File: src/rtl/fir_seq_pkg.sv
// fir_seq_pkg
//   Shared types and constants for the FIR byte-serial sequencer.
//   - seq_state_t      : sequencer FSM states
//   - BYTES_PER_SAMPLE : bytes per 32-bit sample/result
//   - BIDX_W           : width of the byte-index counters
package fir_seq_pkg;

    localparam int BYTES_PER_SAMPLE = 4;
    localparam int BIDX_W           = $clog2(BYTES_PER_SAMPLE);

    typedef enum logic [1:0] {
        LOAD   = 2'd0,
        START  = 2'd1,
        WAIT   = 2'd2,
        UNLOAD = 2'd3
    } seq_state_t;

endpackage

File: src/rtl/fir_seq_watchdog.sv
// fir_seq_watchdog
//   Cycle counter guarding the wait for the core's done pulse.
//   Ports:
//     clk, rst_n : clock, async active-low reset
//     clr        : synchronous clear to zero (has priority over en)
//     en         : count one per cycle while high
//     expired    : high while enabled and the count sits at MAX_WAIT-1,
//                  i.e. during the MAX_WAIT-th enabled cycle after a clear
module fir_seq_watchdog #(
    parameter int MAX_WAIT = 64
) (
    input  logic clk,
    input  logic rst_n,
    input  logic clr,
    input  logic en,
    output logic expired
);

    localparam int CNT_W = (MAX_WAIT > 2) ? $clog2(MAX_WAIT) : 1;
    localparam logic [CNT_W-1:0] LIMIT = CNT_W'(MAX_WAIT - 1);

    logic [CNT_W-1:0] cnt;
    logic             at_limit;

    assign at_limit = (cnt == LIMIT);
    assign expired  = en && at_limit;

    always_ff @(posedge clk or negedge rst_n) begin
        if (!rst_n) begin
            cnt <= '0;
        end else if (clr) begin
            cnt <= '0;
        end else if (en && !at_limit) begin
            // Holds at the limit; the sequencer leaves WAIT on expiry anyway.
            cnt <= cnt + 1'b1;
        end
    end

endmodule

File: src/rtl/fir_io_sequencer.sv
// fir_io_sequencer
//   Byte-serial front end and start/done sequencer for the FIR core.
//   Collects four little-endian bytes into a sample, pulses core_start,
//   waits for core_done under a watchdog, then returns the result low
//   byte first.
//   Ports:
//     clk, rst_n                    : clock, async active-low reset
//     in_byte/in_valid/in_ready     : input byte stream (accepted in LOAD)
//     out_byte/out_valid/out_ready  : result byte stream (driven in UNLOAD)
//     core_x/core_start             : sample and one-cycle start to core
//     core_y/core_done              : core result and completion pulse
//     busy                          : high whenever not in LOAD
//     timeout_err/err_clr           : sticky watchdog flag and its clear
module fir_io_sequencer
    import fir_seq_pkg::*;
#(
    parameter int SAMPLE_W = 32,
    parameter int BYTE_W   = 8,
    parameter int MAX_WAIT = 64
) (
    input  logic                clk,
    input  logic                rst_n,
    input  logic [BYTE_W-1:0]   in_byte,
    input  logic                in_valid,
    output logic                in_ready,
    output logic [BYTE_W-1:0]   out_byte,
    output logic                out_valid,
    input  logic                out_ready,
    output logic [SAMPLE_W-1:0] core_x,
    output logic                core_start,
    input  logic [SAMPLE_W-1:0] core_y,
    input  logic                core_done,
    output logic                busy,
    output logic                timeout_err,
    input  logic                err_clr
);

    localparam logic [BIDX_W-1:0] LAST_IDX = BIDX_W'(BYTES_PER_SAMPLE - 1);

    seq_state_t          state, state_nxt;
    logic [BIDX_W-1:0]   in_cnt;
    logic [BIDX_W-1:0]   out_cnt;
    logic [SAMPLE_W-1:0] sample;
    logic [SAMPLE_W-1:0] result;

    logic in_acc;
    logic out_acc;
    logic wd_clr;
    logic wd_en;
    logic wd_expired;
    logic got_done;
    logic timed_out;

    // ------------------------------------------------------------------
    // Watchdog: cleared in START so the first WAIT cycle sees zero.
    // ------------------------------------------------------------------
    assign wd_clr = (state == START);
    assign wd_en  = (state == WAIT);

    fir_seq_watchdog #(
        .MAX_WAIT (MAX_WAIT)
    ) u_watchdog (
        .clk     (clk),
        .rst_n   (rst_n),
        .clr     (wd_clr),
        .en      (wd_en),
        .expired (wd_expired)
    );

    // ------------------------------------------------------------------
    // Handshake and event decode (all from registered state)
    // ------------------------------------------------------------------
    assign in_ready   = (state == LOAD);
    assign out_valid  = (state == UNLOAD);
    assign core_start = (state == START);
    assign busy       = (state != LOAD);
    assign core_x     = sample;

    assign in_acc    = in_ready && in_valid;
    assign out_acc   = out_valid && out_ready;
    assign got_done  = (state == WAIT) && core_done;
    // A done arriving on the final watchdog cycle takes precedence.
    assign timed_out = wd_expired && !core_done;

    // ------------------------------------------------------------------
    // FSM
    // ------------------------------------------------------------------
    always_ff @(posedge clk or negedge rst_n) begin
        if (!rst_n) state <= LOAD;
        else        state <= state_nxt;
    end

    always_comb begin
        state_nxt = state;
        case (state)
            LOAD:    if (in_acc && in_cnt == LAST_IDX) state_nxt = START;
            START:   state_nxt = WAIT;
            WAIT: begin
                if (got_done)       state_nxt = UNLOAD;
                else if (timed_out) state_nxt = LOAD;
            end
            UNLOAD:  if (out_acc && out_cnt == LAST_IDX) state_nxt = LOAD;
            default: state_nxt = LOAD;
        endcase
    end

    // ------------------------------------------------------------------
    // Input assembly. Counters wrap naturally after the last byte, which
    // leaves them at zero for the next sample. sample is only written in
    // LOAD, so core_x stays put through START and WAIT.
    // ------------------------------------------------------------------
    always_ff @(posedge clk or negedge rst_n) begin
        if (!rst_n) begin
            in_cnt <= '0;
            sample <= '0;
        end else if (in_acc) begin
            in_cnt <= in_cnt + 1'b1;
            for (int k = 0; k < BYTES_PER_SAMPLE; k++) begin
                if (in_cnt == BIDX_W'(k))
                    sample[k*BYTE_W +: BYTE_W] <= in_byte;
            end
        end
    end

    // ------------------------------------------------------------------
    // Result capture and byte-serial unload
    // ------------------------------------------------------------------
    always_ff @(posedge clk or negedge rst_n) begin
        if (!rst_n) begin
            result <= '0;
        end else if (got_done) begin
            result <= core_y;
        end
    end

    always_ff @(posedge clk or negedge rst_n) begin
        if (!rst_n) begin
            out_cnt <= '0;
        end else if (out_acc) begin
            out_cnt <= out_cnt + 1'b1;
        end
    end

    // out_byte is forced to zero outside UNLOAD so stale results never
    // appear on the pins.
    always_comb begin
        out_byte = '0;
        if (state == UNLOAD) begin
            for (int j = 0; j < BYTES_PER_SAMPLE; j++) begin
                if (out_cnt == BIDX_W'(j))
                    out_byte = result[j*BYTE_W +: BYTE_W];
            end
        end
    end

    // ------------------------------------------------------------------
    // Sticky timeout flag: a new expiry beats a simultaneous clear.
    // ------------------------------------------------------------------
    always_ff @(posedge clk or negedge rst_n) begin
        if (!rst_n) begin
            timeout_err <= 1'b0;
        end else if (timed_out) begin
            timeout_err <= 1'b1;
        end else if (err_clr) begin
            timeout_err <= 1'b0;
        end
    end

endmodule

File: config.mk
export PLATFORM = sky130hd
export DESIGN_NAME = fir_io_sequencer
export DESIGN_NICKNAME = d
export VERILOG_FILES = /design/src/rtl/fir_seq_pkg.sv /design/src/rtl/fir_seq_watchdog.sv /design/src/rtl/fir_io_sequencer.sv
export SDC_FILE = /design/constraint.sdc
export NUM_CORES = 1
export LEC_CHECK = 0
export CAP_MARGIN = 20
export CORE_AREA = 2 2 90 92
export DETAILED_ROUTE_END_ITERATION = 12
export DIE_AREA = 0 0 92 94
export GPL_TIMING_DRIVEN = 0
export PLACE_DENSITY = 0.86
export SETUP_SLACK_MARGIN = 0.3
export SLEW_MARGIN = 20
export SYNTH_ARGS = -nofsm -noshare
export SYNTH_HDL_FRONTEND = slang
export SYNTH_SLANG_ARGS = --single-unit
File: constraint.sdc
create_clock -name clk -period 1.6 [get_ports clk]
set_input_delay 0.24 -clock clk [delete_from_list [all_inputs] [get_ports clk]]
set_output_delay 0.24 -clock clk [all_outputs]
set_load 0.005 [all_outputs]
==> reports/qor.yml <==
synth_area_leaders: "dfrtp_1, mux2_1, mux2_2"
critPathLaunch: "out_cnt[0]$_DFFE_PN0N_"
async_flop_share_pct: 100.0
setup_viol: 81
ys.flop_type: "dfrtp_1"
dr_total_vias: 3124
port_buffers: 90
grt_pass1_vias: 3166
drt_iter0_markers: 162
fmax_ghz: 0.4753
critical_path_class: "reg -> out"
clk_pin_slew_ns: 0.09
p_per_area_mw_per_mm2: 1918
cts_root_buf: "clkbuf_8"
finalSetupTns_ns: -16.49
ys_seq_area_share_pct: 55.78
rr_worst_depth: 8
track_usage_pct: 26.22
fin_crit_sh_pct: 131.5
ys_seq_elements: 77
drv_slew: 0
yosys_warnings: 0
cp-end-kind: "output pin"
cp_data_arrival_time_ns: 1.86
layout_common_cells: "dfrtp_1, clkdlybuf4s50_1, buf_4, mux2_4, buf_6"
drive_above_1_share_pct: 55.33
rows: 32
clk_path_buf_depth: 2
mappedNetlistNets: 322
p_leak_nw: 2.887
drt-wirelength-per-cell_um: 23.21
h-tree-depth: 3
via_per_inst: 5.659
die_w_um: 92
fp.dieArea_sq_mm: 0.008648
hold_slack_ns: 0.3574
worst-r2r-setup-slack_ns: -0.24
diodes: 0
pin_count: 91
antenna_left: 0
clkSinkCount: 77
synth_top_area_share_pct: 55.78
tightest_slew_ns: 0.4305
grt_pass1_wl_um: 17070
rsz0062_at_grt: "true"
hpwl_um: 5791
start_util_pct: 45.41
fillers: 402
pre_cts_slack_ns: -0.5938
overflow: 0
failed_checks: "negative setup slack"
hold_path_class: "in -> async"
postSynthAreaPerCell_sq_um: 12.94
place_congestion: 0.8190
cts_tree: "yes"
maxCapViolations: 0
synth_cells: 267
wirelength_um: 12810
yosysTopAreaCell: "dfrtp_1"
cts_buffers: 9
syn2layout_area_growth_pct: 78.52
coreArea_sq_mm: 0.007607
outcome: "finished with violations"
reg2reg_from: "state[1]$_DFFE_PN0P_"
clkLatencyLatePin_ns: 0.36
mostFrequentLayoutCell: "dfrtp_1"
slew_headroom_pct: 71.30
rr_endpoint: "core_x[27]$_DFFE_PN0P_"
antenna_found_initial: 0
synth_edf_count: 0
place_area_sq_mm: 0.004820
synth.distinct_cells: 40
critical_path_required_ns: 1.36
hold_violations: 0
fp.dieH_um: 94
finalCriticalPeriod_ns: 2.104
grt_max_degree: 47
finalNetCount: 500
final_area_sq_mm: 0.006167
drc: 0
drt_first_pass_iters: 4
ir_worst_vdd_uv: 1116
fin_ws_ns: -0.5040
worstSetupStartpointType: "flip-flop"
cp_max_fo: 8
critical_path.endpoint: "out_byte[0]"
syn_area_sq_mm: 0.003455
skew_ns: 0.01311
[routing by layer]
| layer | routed length [um] | part of all wire, % | up-vias | track usage, % |
|---|---|---|---|---|
| met5 | 0 | 0 | - | 0 |
| met4 | 317 | 2.5 | 0 | 9.577 |
| met3 | 859 | 6.7 | 38 | 5.217 |
| met2 | 6890 | 54 | 174 | 46.57 |
| met1 | 4744 | 37 | 1595 | 31.70 |
| li1 | - | - | 1317 | - |
[what timing repair did]
item                                    CTS  global route
resized for setup                       159            54
pin swaps                                18            10
endpoints found under the hold margin    31             0
hold buffers                              1             0
setup buffers                            53            15
endpoints found under the setup margin  115            90
gates cloned                              6             1
[layout make-up]
cell class | instances | area (sq um) | area share [%]
timing repair buffer | 167 | 1649 | 26.74
inverter | 10 | 50.05 | 0.8115
multi-input combinational | 166 | 1966 | 31.87
tap | 102 | 127.6 | 2.069
buffer | 14 | 232.7 | 3.774
clock inverter | 5 | 58.81 | 0.9535
sequential | 77 | 1932 | 31.32
clock buffer | 11 | 151.4 | 2.455
[through the flow]
step                power, mW  cells  utilization, %
finish                  11.83    552           81.07
global route            12.32    552           81.07
CTS                     10.34    536           76.63
detailed placement      7.314    460           63.36
global placement        7.154    459           63.03
floorplan               5.643    267               -
[how the worst min path moves through the flow]
stage	startpoint	end	slack, ns	cells past startpoint
finish	rst_n	core_x[1]$_DFFE_PN0P_	0.36	2
global route	rst_n	core_x[1]$_DFFE_PN0P_	0.40	2
CTS	rst_n	core_x[22]$_DFFE_PN0P_	0.37	2
detailed placement	rst_n	core_x[30]$_DFFE_PN0P_	0.20	1
global placement	result[10]$_DFFE_PN0P_	result[10]$_DFFE_PN0P_	0.48	1
floorplan	rst_n	core_x[0]$_DFFE_PN0P_	-0.06	0
[cells by family after synthesis]
family	after synthesis	share of synthesized area [%]
muxes	67	21.80
buffers and inverters	24	3.223
and+or+nand+nor	55	8.549
xor gates and xnor gates	2	0.5072
DFF	77	55.78
AOI/OAI and AO/OA	33	6.882
adders and majority gates	9	3.260
[sequential cells by signal, indices dropped and copies added (netlist names)]
name and cells:
in_cnt 2, core_x 32, state 2, out_cnt 2, u_watchdog.cnt 6, timeout_err 1
result 32
[synth_stat cells, types with 2 or more instances]
library cell / count
ha_1: 9
dfrtp_1: 77
inv_1: 9
buf_4: 4
o21ai_0: 7
a21oi_1: 7
nand3_1: 6
nand2b_1: 2
nor2b_1: 10
a32o_1: 4
xnor2_1: 2
buf_2: 5
nand2_1: 13
clkbuf_1: 4
nor2_1: 2
o41ai_1: 4
mux2_1: 35
a221oi_1: 4
nand4_1: 3
mux2_2: 31
nor3_1: 6
and3_1: 5
[report_power, final]
| group | leakage [nW] | internal (mW) | switching [mW] |
|---|---|---|---|
| clock | 0.102 | 0.807 | 0.806 |
| combinational | 1.82 | 3.92 | 2.81 |
| sequential | 0.968 | 2.76 | 0.728 |
| total | 2.89 | 7.49 | 4.34 |
[worst max-delay path: stages (launching register included)]
cell	delay (ns)
dfrtp_2	0.48
buf_6	0.14
ha_4	0.16
buf_8	0.13
buf_8	0.13
o41ai_4	0.27
buf_2	0.17
Power figures use the tool's default switching activity.
==> RTL edit 1 (same flow settings) <==
`BYTE_W`: 8 -> 9.
--- a/src/rtl/fir_io_sequencer.sv
+++ b/src/rtl/fir_io_sequencer.sv
@@ -15,7 +15,7 @@
     import fir_seq_pkg::*;
 #(
     parameter int SAMPLE_W = 32,
-    parameter int BYTE_W   = 8,
+    parameter int BYTE_W   = 9,
     parameter int MAX_WAIT = 64
 ) (
     input  logic                clk,
Ports: changed (resized in_byte and out_byte); port bits go from 91 to 93. The function was not compared with the original's and may differ.
==> RTL edit 1 against the unedited design <==
- first-iteration DRC count fell by 14%
- sequential cell count did not move
- count of clock-buffer cells in the layout did not move
- routed wire length fell by 13%
- design area fell by 3.5%
- the flow still finishes with violations (setup timing)
- total power fell by 3.8%
- worst setup slack got worse by 60 ps
- area after synthesis rose by 2.7%
==> RTL edit 1: results (changes against the unedited design) <==
[outcome]
status=finished with violations
violations=setup timing

[sta]
worst_pin_slew_ps=476  ; +45.0 ps
setup_ws_ps=-564  ; -59.8 ps
finalClockSkew_ps=9.33  ; -3.78 ps
finalSetupViolCount=75  ; -7.4%
tns_ps=-11860  ; +4620 ps

[place]
port_buffers=92  ; +2.2%
dp_hpwl_microns=5950  ; +2.7%
place_area_sq_um=4870  ; +0.99%
place.gp.congestion=0.876  ; +6.9%
placed_cells=465  ; +1.1%
dp_slack_ps=-737  ; -143 ps

[critical_path]
critPathMaxFanout=10  ; +2
crit_path_max_incr_delay_ps=430  ; -50 ps

[finish]
final_layout_size_suffix_gt1_share_pct=50.2  ; -5.1 points
n_fill_cell=425  ; +5.7%

[yosys]
synthCells=270  ; +1.1%
synth.net_count=326  ; +1.2%
synth-edff-count=0  ; unchanged
ys_seq_area_share_pct=54.3  ; -1.5 points
synth.distinct_cells=38  ; -5.0%
synth_area_leaders=dfrtp_1, mux2_2, ha_1
yosys_warnings=0  ; unchanged
synth_commonest_cells=dfrtp_1, mux2_2, inv_1, a21oi_1, nand2_1

[route]
vias_per_cell=5.37  ; -5.1%
wire_per_inst_microns=20.2  ; -13%
routed-via-count=2954  ; -5.4%

[clocking]
clockBufferDepth=2  ; unchanged
worstSkewPairLatency_ps=340  ; -20 ps

[global_routing]
grt_max_degree=45  ; -4.3%
grt_use_total_pct=25.1  ; -1.1 points
grt_pass1_wl_microns=16300  ; -4.4%
grt_pass1_vias=3146  ; -0.63%

[power]
peakVddDrop_mv=0.958  ; -14%
p_leak_nw=2.73  ; -5.5%

## RTL edit 1: changes by cell type in the layout (fill, tap and decap cells not counted), sizes merged, moves of 5 or more
cell   before  now
inv        10   18
a21oi       7   14
o21ai       7    0
nor2b      11    5
a221o       0    5
## RTL edit 1: logic make-up after synthesis
logic type	after synthesis	share of synthesized area, %
DFF	77	54.3
buffers and inverters	34	5.47
AOI/OAI and AO/OA	43	8.78
muxes	66	21.0
and+or+nand+nor	39	6.81
adders and majority gates	9	3.17
xor gates and xnor gates	2	0.494
## RTL edit 1: path summary, 6_finish.rpt
path / from / end / slack (ps) / cells past startpoint
min reg2reg: core_x[1] / core_x[1] / 510 / 1
min in group clk: core_y[29] / result[29] / 500 / 2
max reg2reg: state[0] / result[15] / -210 / 8
min: rst_n / u_watchdog.cnt[1] / 390 / 2
max: out_cnt[0] / out_byte[8] / -560 / 7
max in group asynchronous: rst_n / core_x[24] / 630 / 3
## RTL edit 1: layer usage
layer	up-vias	global-route usage (%)	part of all wire, %
met1	1501	29.8	39
met3	21	4.49	4.1
met4	0	12.4	2.5
met2	106	44.1	55
met5	-	0	0
li1	1326	-	-
## RTL edit 1: repair_timing
item                                    in CTS  in global routing
endpoints found under the hold margin       33                  0
resized for setup                          136                 34
hold buffers                                 1                  0
buffers inserted                            50                 12
gates cloned                                 6                  0
endpoints found under the setup margin     115                 88
pin swaps                                   22                 12
## RTL edit 1: layout make-up
cell class	instances	area, sq um	share of cell area (%)
clock buffers	11	141	2.37
repair buffers	162	1580	26.5
clock inverters	5	60.1	1.01
plain buffers	16	255	4.29
well taps	102	128	2.14
flip-flops and latches	77	1930	32.4
inverters	18	72.6	1.22
multi-input cells	159	1790	30.1
## RTL edit 1: worst reg2reg max path: cells and delay by family (launching register included)
kind	cells	cell delay, ps
buffers and inverters	5	680
DFF	1	410
muxes	1	290
and+or+nand+nor	2	320
## RTL edit 1: report_power, final
group | total, mW | leakage [nW] | switching, mW | internal [mW]
logic | 6.41 | 1.71 | 2.54 | 3.88
registers | 3.45 | 0.936 | 0.586 | 2.86
clock network | 1.52 | 0.0878 | 0.753 | 0.764
total | 11.4 | 2.73 | 3.88 | 7.50
==> RTL edit 2 (same settings) <==
Made on the original files. Reset style: synchronous (`rst_n`), changed in 6 clocked blocks. Comments in the files are not updated.
--- a/src/rtl/fir_seq_watchdog.sv
+++ b/src/rtl/fir_seq_watchdog.sv
@@ -25,7 +25,7 @@
     assign at_limit = (cnt == LIMIT);
     assign expired  = en && at_limit;
 
-    always_ff @(posedge clk or negedge rst_n) begin
+    always_ff @(posedge clk) begin
         if (!rst_n) begin
             cnt <= '0;
         end else if (clr) begin
--- a/src/rtl/fir_io_sequencer.sv
+++ b/src/rtl/fir_io_sequencer.sv
@@ -85,7 +85,7 @@
     // ------------------------------------------------------------------
     // FSM
     // ------------------------------------------------------------------
-    always_ff @(posedge clk or negedge rst_n) begin
+    always_ff @(posedge clk) begin
         if (!rst_n) state <= LOAD;
         else        state <= state_nxt;
     end
@@ -109,7 +109,7 @@
     // leaves them at zero for the next sample. sample is only written in
     // LOAD, so core_x stays put through START and WAIT.
     // ------------------------------------------------------------------
-    always_ff @(posedge clk or negedge rst_n) begin
+    always_ff @(posedge clk) begin
         if (!rst_n) begin
             in_cnt <= '0;
             sample <= '0;
@@ -125,7 +125,7 @@
     // ------------------------------------------------------------------
     // Result capture and byte-serial unload
     // ------------------------------------------------------------------
-    always_ff @(posedge clk or negedge rst_n) begin
+    always_ff @(posedge clk) begin
         if (!rst_n) begin
             result <= '0;
         end else if (got_done) begin
@@ -133,7 +133,7 @@
         end
     end
 
-    always_ff @(posedge clk or negedge rst_n) begin
+    always_ff @(posedge clk) begin
         if (!rst_n) begin
             out_cnt <= '0;
         end else if (out_acc) begin
@@ -156,7 +156,7 @@
     // ------------------------------------------------------------------
     // Sticky timeout flag: a new expiry beats a simultaneous clear.
     // ------------------------------------------------------------------
-    always_ff @(posedge clk or negedge rst_n) begin
+    always_ff @(posedge clk) begin
         if (!rst_n) begin
             timeout_err <= 1'b0;
         end else if (timed_out) begin
Check against the original RTL: differs if rst_n is asserted again (counterexample within 4 cycles, from zero or initial values and one cycle with rst_n low); with rst_n held inactive, the same outputs for 10 cycles.
==> RTL edit 2 against the unedited design <==
- sequential cell count unchanged
- design area down 5.9%
- worst setup slack worse by 67 ps
- the run still ends with setup timing left
- area after synthesis about the same
- count of clock-buffer cells in the layout unchanged
- hold slack better by 97 ps
- routed wire length up 0.61%
Power is not compared: it rests on default switching activity, and its combinational part moved more than twofold at a synthesized area within 25%.
==> RTL edit 2: results (changes against the unedited design) <==
[outcome]
violations=setup timing
status=finished with violations

[finish]
final_layout_size_suffix_gt1_share_pct=42.0  ; -13 points
nets=592  ; +18%

[route]
vias_per_cell=5.62  ; -0.69%
dr.first_iter.drc_count=284  ; +75%
routed_wl_microns=12900  ; +0.61%

[critical_path]
crit_path_max_incr_delay_ps=380  ; -100 ps
worst_path_dominant_cell_family=compound AO/OA/AOI/OAI gates

[sta]
tns_ps=-4280  ; +12210 ps
finalSetupViolCount=8  ; -90%
setup_ws_ps=-571  ; -67.2 ps
slew_headroom_pct=53.8  ; -17 points

[yosys]
synth_commonest_cells=dfxtp_1, nand2_1, a21oi_1, nor2_1, mux2i_1
ys.flop_type=dfxtp_1
async_flop_share_pct=0  ; -100 points
synth.distinct_cells=38  ; -5.0%
synth.net_count=450  ; +40%

[place]
place.gp.congestion=0.859  ; +4.8%
place_area_sq_um=4570  ; -5.2%
dp_slack_ps=-508  ; +85.6 ps

[global_routing]
grt_max_degree=13  ; -72%
grt_pass1_vias=3704  ; +17%
grt_pass1_wl_microns=18500  ; +8.5%

[worst_hold_path]
hold_path.class=primary input to flip-flop

## RTL edit 2: path summary, 6_finish.rpt
| path | from | end | slack, ps | cells after the start |
|---|---|---|---|---|
| max | out_cnt[0] | out_byte[5] | -570 | 7 |
| min | core_y[22] | result[22] | 450 | 3 |
| max reg2reg | state[0] | result[11] | 10 | 8 |
| min reg2reg | result[13] | result[13] | 480 | 2 |
## RTL edit 2: area by class of cell
type                            instances  area, sq um
Clock buffer                           11          141
Tap cell                              102          128
Buffer                                 31          322
Sequential cell                        77         1580
Clock inverter                          4         72.6
Multi-Input combinational cell        270         2220
Timing Repair Buffer                  131         1260
Inverter                               17         83.8
Fill cell                             475         1800
## RTL edit 2: logic make-up (layout without fill, tap and decap cells)
logic type               Yosys count  in the layout  synth area share [%]
XOR/XNOR                           2              2                 0.507
AO/OA/AOI/OAI                     73             73                  12.5
buffers and inverters             48            194                  7.75
multiplexers                      35             35                  10.1
flip-flops                        77             77                  44.6
adder cells (fa/ha/maj)            9              9                  3.26
AND/OR/NAND/NOR                  151            151                  21.2
## RTL edit 2: stage by stage
stage / cells / util [%]
after global routing: 643 / 76.3
after global placement: 587 / 60.1
after detailed placement: 587 / 60.1
after floorplan: 395 / -
final: 643 / 76.3
after CTS: 634 / 71.1
## RTL edit 2: repair_timing
action / CTS / global route
hold buffers: 0 / 0
setup buffers: 25 / 9
pin swaps: 86 / 34
setup endpoints to repair: 110 / 88
resized for setup: 228 / 75
gates cloned: 7 / 0
## RTL edit 2: power by group
part	leakage (nW)	total (mW)	internal (mW)	switching (mW)
clock network	0.105	1.64	0.911	0.734
registers	0.633	1.99	1.96	0.0302
logic	1.46	0.477	0.267	0.210
## RTL edit 2: metal layers
layer	GRT usage [%]	wire length [microns]
met1	31.0	4990
met2	49.1	6390
met3	7.30	1030
met4	9.83	479
met5	0	0
